**src/rtl/lf_pkg.sv**
```systemverilog
// Shared definitions for the LF capture path: FSM encoding, decimation limits
// and default comparator thresholds.
package lf_pkg;

  typedef enum logic [1:0] {
    StIdle = 2'd0,
    StArm  = 2'd1,
    StRun  = 2'd2
  } lf_state_e;

  localparam int unsigned DECIM_MAX     = 3;
  localparam logic [7:0]  THRESH_HI_DEF = 8'd140;
  localparam logic [7:0]  THRESH_LO_DEF = 8'd110;
  localparam logic [7:0]  MIN_DIVISOR   = 8'd2;

  // Counter value of the last sample in a box-car group of 2^decim samples.
  function automatic logic [DECIM_MAX-1:0] group_last(input logic [1:0] decim);
    return DECIM_MAX'((4'd1 << decim) - 4'd1);
  endfunction

endpackage

```
**src/rtl/lf_sample_fifo2.sv**
```systemverilog
// Two-entry valid/ready FIFO for 8-bit LF samples. A push into a full FIFO is
// accepted only if the head is popped in the same cycle; otherwise it is dropped.
module lf_sample_fifo2 (
  input  logic       clk,
  input  logic       rst,
  input  logic       push,
  input  logic [7:0] push_data,
  input  logic       ready,
  output logic       valid,
  output logic [7:0] data,
  output logic       full,
  output logic       push_drop
);

  logic [7:0] mem_q [2];
  logic       wr_ptr_q, rd_ptr_q;
  logic [1:0] count_q;
  logic       pop, do_push;

  assign valid     = (count_q != 2'd0);
  assign full      = (count_q == 2'd2);
  assign pop       = valid & ready;
  assign do_push   = push & (~full | pop);
  assign push_drop = push & full & ~pop;
  assign data      = mem_q[rd_ptr_q];

  // When full with a pop, wr_ptr equals rd_ptr: the new entry replaces the head leaving now.
  always_ff @(posedge clk) begin
    if (rst) begin
      mem_q[0] <= 8'd0;
      mem_q[1] <= 8'd0;
      wr_ptr_q <= 1'b0;
      rd_ptr_q <= 1'b0;
      count_q  <= 2'd0;
    end else begin
      if (do_push) begin
        mem_q[wr_ptr_q] <= push_data;
        wr_ptr_q        <= ~wr_ptr_q;
      end
      if (pop) begin
        rd_ptr_q <= ~rd_ptr_q;
      end
      count_q <= count_q + {1'b0, do_push} - {1'b0, pop};
    end
  end

endmodule

```
**src/rtl/lf_adc_sampler.sv**
```systemverilog
// LF ADC sampler: derives adc_clk and the sample strobe from the divider count,
// box-car averages 2^decim captures and streams results through a 2-entry FIFO.
// Optional hysteresis comparator on edge_bit: define LF_ADC_SAMPLER_THRESH_EN.
module lf_adc_sampler
  import lf_pkg::*;
#(
  parameter int unsigned ACC_W     = 11,
  parameter logic [7:0]  THRESH_HI = THRESH_HI_DEF,
  parameter logic [7:0]  THRESH_LO = THRESH_LO_DEF
) (
  input  logic       clk,
  input  logic       rst,
  input  logic [7:0] divisor,
  input  logic [7:0] div_cnt,
  input  logic       start,
  input  logic       stop,
  input  logic [1:0] decim,
  input  logic [7:0] adc_d,
  output logic       adc_clk,
  output logic [7:0] sample_data,
  output logic       sample_valid,
  input  logic       sample_ready,
  output logic       overflow,
  output logic       cfg_err,
  output logic       running,
  output logic       edge_bit
);

  lf_state_e            state_q, state_d;
  logic [7:0]           div_q, div_d;
  logic [1:0]           decim_q, decim_d;
  logic                 cfg_err_q, cfg_err_d;
  logic                 overflow_q, overflow_d;
  logic                 adc_clk_q, adc_clk_d;
  logic                 start_ok;
  logic [7:0]           samp_q;
  logic                 samp_vld_q;
  logic [ACC_W-1:0]     acc_q, acc_d, acc_sum;
  logic [DECIM_MAX-1:0] cnt_q, cnt_d;
  logic                 strobe, acc_en, res_push;
  logic [7:0]           res_data;
  logic                 fifo_full, fifo_drop;

  // Run control; stop has priority over start in every state.
  always_comb begin
    state_d   = state_q;
    div_d     = div_q;
    decim_d   = decim_q;
    cfg_err_d = cfg_err_q;
    start_ok  = 1'b0;
    if (stop) begin
      state_d = StIdle;
    end else begin
      unique case (state_q)
        StIdle: begin
          if (start) begin
            start_ok  = 1'b1;
            div_d     = divisor;
            decim_d   = decim;
            cfg_err_d = (divisor < MIN_DIVISOR);
            state_d   = (divisor < MIN_DIVISOR) ? StIdle : StArm;
          end
        end
        StArm: begin
          if (div_cnt == 8'd0) state_d = StRun;
        end
        StRun: begin
          state_d = StRun;
        end
        default: state_d = StIdle;
      endcase
    end
  end

  assign overflow_d = start_ok ? 1'b0 : (overflow_q | (fifo_drop & fifo_full));
  assign adc_clk_d  = (state_d != StIdle) && (div_cnt <= (div_d >> 1));

  assign strobe   = (state_q == StRun) && !stop && (div_cnt == div_q);
  // An add coinciding with stop belongs to a group that is being discarded.
  assign acc_en   = samp_vld_q && (state_q == StRun) && !stop;
  assign acc_sum  = acc_q + ACC_W'(samp_q);
  assign res_push = acc_en && (cnt_q == group_last(decim_q));
  assign res_data = 8'(acc_sum >> decim_q);

  always_comb begin
    acc_d = acc_q;
    cnt_d = cnt_q;
    if (state_d == StIdle) begin
      acc_d = '0;
      cnt_d = '0;
    end else if (acc_en) begin
      if (res_push) begin
        acc_d = '0;
        cnt_d = '0;
      end else begin
        acc_d = acc_sum;
        cnt_d = cnt_q + 1'b1;
      end
    end
  end

  always_ff @(posedge clk) begin
    if (rst) begin
      state_q    <= StIdle;
      div_q      <= 8'd0;
      decim_q    <= 2'd0;
      cfg_err_q  <= 1'b0;
      overflow_q <= 1'b0;
      adc_clk_q  <= 1'b0;
      samp_q     <= 8'd0;
      samp_vld_q <= 1'b0;
      acc_q      <= '0;
      cnt_q      <= '0;
    end else begin
      state_q    <= state_d;
      div_q      <= div_d;
      decim_q    <= decim_d;
      cfg_err_q  <= cfg_err_d;
      overflow_q <= overflow_d;
      adc_clk_q  <= adc_clk_d;
      samp_vld_q <= strobe;
      acc_q      <= acc_d;
      cnt_q      <= cnt_d;
      if (strobe) samp_q <= adc_d;
    end
  end

  lf_sample_fifo2 u_fifo (
    .clk       (clk),
    .rst       (rst),
    .push      (res_push),
    .push_data (res_data),
    .ready     (sample_ready),
    .valid     (sample_valid),
    .data      (sample_data),
    .full      (fifo_full),
    .push_drop (fifo_drop)
  );

`ifdef LF_ADC_SAMPLER_THRESH_EN
  logic edge_q;

  always_ff @(posedge clk) begin
    if (rst) begin
      edge_q <= 1'b0;
    end else if (state_d == StIdle) begin
      edge_q <= 1'b0;
    end else if (strobe) begin
      if (adc_d >= THRESH_HI) edge_q <= 1'b1;
      else if (adc_d <= THRESH_LO) edge_q <= 1'b0;
    end
  end

  assign edge_bit = edge_q;
`else
  assign edge_bit = 1'b0;
`endif

  assign adc_clk  = adc_clk_q;
  assign overflow = overflow_q;
  assign cfg_err  = cfg_err_q;
  assign running  = (state_q != StIdle);

endmodule

```
**config.mk**
```make
export PLATFORM = sky130hd
export DESIGN_NAME = lf_adc_sampler
export DESIGN_NICKNAME = d
export VERILOG_FILES = /design/src/rtl/lf_pkg.sv /design/src/rtl/lf_sample_fifo2.sv /design/src/rtl/lf_adc_sampler.sv
export SDC_FILE = /design/constraint.sdc
export NUM_CORES = 1
export LEC_CHECK = 0
export CORE_MARGIN = 8
export CORE_UTILIZATION = 50
export CTS_CLUSTER_DIAMETER = 40
export DETAILED_ROUTE_END_ITERATION = 10
export PLACE_DENSITY = 0.74
export SYNTH_ARGS = -nofsm -noshare
export SYNTH_HDL_FRONTEND = slang
export SYNTH_SLANG_ARGS = --single-unit
```
**constraint.sdc**
```tcl
create_clock -name clk -period 7.6 [get_ports clk]
set_input_delay 1.52 -clock clk [delete_from_list [all_inputs] [get_ports clk]]
set_output_delay 1.52 -clock clk [all_outputs]
set_load 0.02 [all_outputs]
```
==> impl_metrics.yaml <==
hold_path:
  hold_path_class: "register to register"
  hold_path_depth: 2
  capture_endpoint_of_the_worst_hold_path: "acc_q[0]"
  hp-start: "acc_q[0]"
floorplanning:
  die_height_microns: 98.3
  start_util: 0.507
  pin_count: 45
  floorplan.die_area_sq_mm: 0.00967
  die_width_microns: 98.3
  placeable_core_area_sq_mm: 0.00668
  std_cell_rows: 30
clock_tree:
  cts-resized-gates: 0
  clockRootBuffer: "sky130_fd_sc_hd__clkbuf_8"
  tritoncts_buffers: 9
  clk-insertion-delay-late_ns: 0.33
  cts.sinks: 59
  cts_tree: "built"
  htree_num_levels: 3
  clk_pin_slew_worst_paths_ns: 0.07
  clock_tree.buffer_depth: 2
  cts-hold-fix-buffers: 0
  post-cts-setup-buffer-count: 0
sta:
  hold_ws_ns: 0.467
  fin_ws_ns: 3.33
  finalHoldViolations: 0
  fmax_ghz: 0.234
  share_of_the_clock_period_used_by_the_worst_path: 0.562
  final.min_clock_period_ns: 4.27
  finalSetupViolCount: 0
  worst-slew-pin-transition_ns: 1.14
  final_number_of_max_transition_violations: 0
  fin_worst_skew_ns: 0.00816
  worst_slew_margin_rel: 0.235
  setup_repair_after_global_routing_missed_its_margin: "no"
  tns_ns: 0
grt:
  grt_pass1_vias: 2792
  grt_antenna_before_repair: 0
  grt_remaining_overflow: 0
  grt_start_max_net_pins: 34
  grt_pass1_wl_microns: 13100
  gr-usage-all-layers: 0.165
pwr:
  power_leakage_nw: 1.54
  netSwitchingPower_mw: 0.184
  power.combinational.fraction: 0.141
  vdd_ir_drop_max_v: 0.000127
  sequentialPowerShare: 0.475
  power_switching_share: 0.256
  power_per_cell_area_mw_per_mm2: 179
  clock_power_share: 0.384
  totalPowerFinal_mw: 0.720
  power.internal_mw: 0.536
placed_design:
  place_congestion: 0.922
  post-place-cells: 467
  portBuffers: 43
  dp.final_hpwl_microns: 5720
  detailedPlace.worstSlack_ns: 3.02
  total_placed_instance_area_sq_mm: 0.00384
setup_path:
  crit_path_start_kind: "primary input"
  end_kind: "register"
  critical_path.reg2reg.startpoint: "state_q[0]"
  worst-path-max-fanout: 13
  r2r-end: "adc_clk"
  worstPathArrival_ns: 4.52
  ff2ff_path_depth: 8
  timing_worst_setup_path_type: "primary input to register"
  critical_path_required_ns: 7.85
  setup.worst_path.start: "stop"
  setup.reg_to_reg.worst_slack_ns: 4.33
cells_and_area:
  stdcell_area_sq_mm: 0.00403
  stdcell_count: 483
  post-route-util: 0.603
  syn2layout_area_growth_pct: 18.9
  final_nets: 448
  ant_diodes: 0
  num-fill-cells: 573
  final-seq-area_sq_mm: 0.00134
  final_layout_size_suffix_gt1_frac: 0.102
  footprint_of_the_multi_input_gates_sq_mm: 0.00193
yosys:
  largest_family_of_logic_cells_by_synthesized_area: "simple AND/OR/NAND/NOR gates"
  syn_inst: 363
  post_synth_and_or_nand_nor_area_fraction: 0.188
  ys_ff_latch: 59
  synth_flop_cell: "sky130_fd_sc_hd__dfxtp_1"
  xor_and_xnor_area_share_after_synthesis: 0.0465
  netlist_area_sq_mm: 0.00339
  synth_compound_gate_area_share: 0.140
  post_synth_edffs: 16
  mappedNetlistNets: 413
  ys.warnings.count: 0
  ys_async_sr_fraction: 0
  synth_sequential_area_ratio: 0.396
  muxShareOfSynthArea: 0.121
  synthesized_area_fraction_occupied_by_adder_cells: 0.0724
  syn_avg_cell_area_sq_um: 9.34
  synth_cell_type_count: 56
routing:
  number_of_detailed_route_iterations_in_the_first_pass: 5
  detailroute.via_count: 2801
  postRouteWirelength_microns: 7800
  final_antenna_net_count: 0
  routedWlPerCell_microns: 16.1
  drt-vias-per-instance: 5.80
  drc: 0
  detailedRoute.firstIterationViolations: 152
flow_run:
  cap_viol_max_count: 0
status:
  status: "completed"
==> synth_stat cells (all sizes together), types with 2 or more instances <==
library cell | number | area share
a211oi | 6 | 0.016
a21o | 5 | 0.011
a21oi | 27 | 0.041
a221oi | 2 | 0.0052
a22oi | 5 | 0.011
a31oi | 3 | 0.0055
and3 | 3 | 0.0055
buf | 5 | 0.0096
clkbuf | 15 | 0.017
dfxtp | 43 | 0.25
edfxtp | 16 | 0.14
ha | 18 | 0.066
inv | 8 | 0.0089
mux2 | 14 | 0.047
mux2i | 23 | 0.068
nand2 | 18 | 0.020
nand2b | 6 | 0.011
nand3 | 11 | 0.016
nand3b | 2 | 0.0044
nand4 | 2 | 0.0037
nor2 | 47 | 0.052
nor2b | 11 | 0.020
nor3 | 10 | 0.016
nor3b | 2 | 0.0044
nor4 | 5 | 0.0092
o211ai | 2 | 0.0044
o21ai | 11 | 0.016
o21bai | 2 | 0.0044
or2 | 3 | 0.0055
or3 | 4 | 0.010
xnor2 | 4 | 0.010
xor2 | 14 | 0.036
==> cell families (layout without fill, tap and decap cells) <==
| logic type | Yosys count | after routing |
|---|---|---|
| adder cells (fa/ha/maj) | 19 | 19 |
| AND/OR/NAND/NOR | 128 | 128 |
| AO/OA/AOI/OAI | 72 | 72 |
| multiplexers | 38 | 38 |
| flip-flops | 59 | 59 |
| XOR/XNOR | 18 | 18 |
| buffers and inverters | 28 | 68 |
| other | 1 | 1 |
==> critical path, stage by stage <==
cell and delay (ns):
sky130_fd_sc_hd__clkdlybuf4s50_1 0.50, sky130_fd_sc_hd__nor3b_2 0.94, sky130_fd_sc_hd__mux2_2 0.43, sky130_fd_sc_hd__ha_1 0.27
sky130_fd_sc_hd__nand2_1 0.04, sky130_fd_sc_hd__or3_1 0.36, sky130_fd_sc_hd__a211o_1 0.31, sky130_fd_sc_hd__a31oi_1 0.15
==> how the worst max path moves through the flow <==
| stage | end | slack [ns] | depth (start not counted) |
|---|---|---|---|
| 2_1_floorplan | adc_clk | 4.02 | 8 |
| 5_1_grt | adc_clk | 3.14 | 8 |
| 3_3_place_gp | adc_clk | 3.09 | 8 |
| 4_1_cts | adc_clk | 3.35 | 8 |
| 3_5_place_dp | adc_clk | 3.02 | 8 |
| 6_report | adc_clk | 3.33 | 8 |
==> per-layer routing <==
layer | track usage | share of wire | vias up | wire length (microns)
met4 | 0.0472 | 0.0092 | 0 | 72
li1 | - | - | 1384 | -
met2 | 0.274 | 0.48 | 69 | 3750
met1 | 0.209 | 0.47 | 1340 | 3660
met5 | 0 | 0 | - | 0
met3 | 0.0370 | 0.040 | 8 | 308
==> power by group through the flow <==
| stage | clock network (mW) | registers [mW] | logic, mW |
|---|---|---|---|
| detailed placement | 0 | 0.349 | 0.101 |
| finish | 0.277 | 0.342 | 0.101 |
| CTS | 0.279 | 0.342 | 0.102 |
| global route | 0.293 | 0.343 | 0.110 |
| global placement | 0 | 0.349 | 0.0987 |
| floorplan | 0 | 0.343 | 0.0631 |
==> state kept, by name, indices dropped and copies added, names as in the netlist, named ones only <==
signal / count
u_fifo.count_q: 2
decim_q: 2
div_q: 8
overflow: 1
u_fifo.mem_q: 16
adc_clk: 1
samp_q: 8
u_fifo.rd_ptr_q: 1
u_fifo.wr_ptr_q: 1
state_q: 2
samp_vld_q: 1
acc_q: 11
cfg_err: 1
cnt_q: 3
==> placed cells by master (no fill, tap or decap), drive strengths merged, types with 5 or more instances in the layout <==
cell | synthesis | final
xor2 | 14 | 14
a22oi | 5 | 5
a21o | 5 | 5
clkdlybuf4s50 | 0 | 43
nor3 | 10 | 10
o21ai | 11 | 11
nand2b | 6 | 6
nand3 | 11 | 11
a21oi | 27 | 27
mux2i | 23 | 23
nor2 | 47 | 47
dfxtp | 43 | 43
clkbuf | 15 | 11
inv | 8 | 8
nor2b | 11 | 11
nor4 | 5 | 5
mux2 | 14 | 14
edfxtp | 16 | 16
nand2 | 18 | 18
ha | 18 | 18
a211oi | 6 | 6
==> area by class of cell <==
class,instances,area share
clock buffers,11,0.0326
clock inverters,5,0.0137
inverters,8,0.00745
multi-input cells,276,0.480
flip-flops and latches,59,0.333
well taps,80,0.0248
repair buffers,44,0.109
Note: power is estimated with default switching activity, not from simulation.
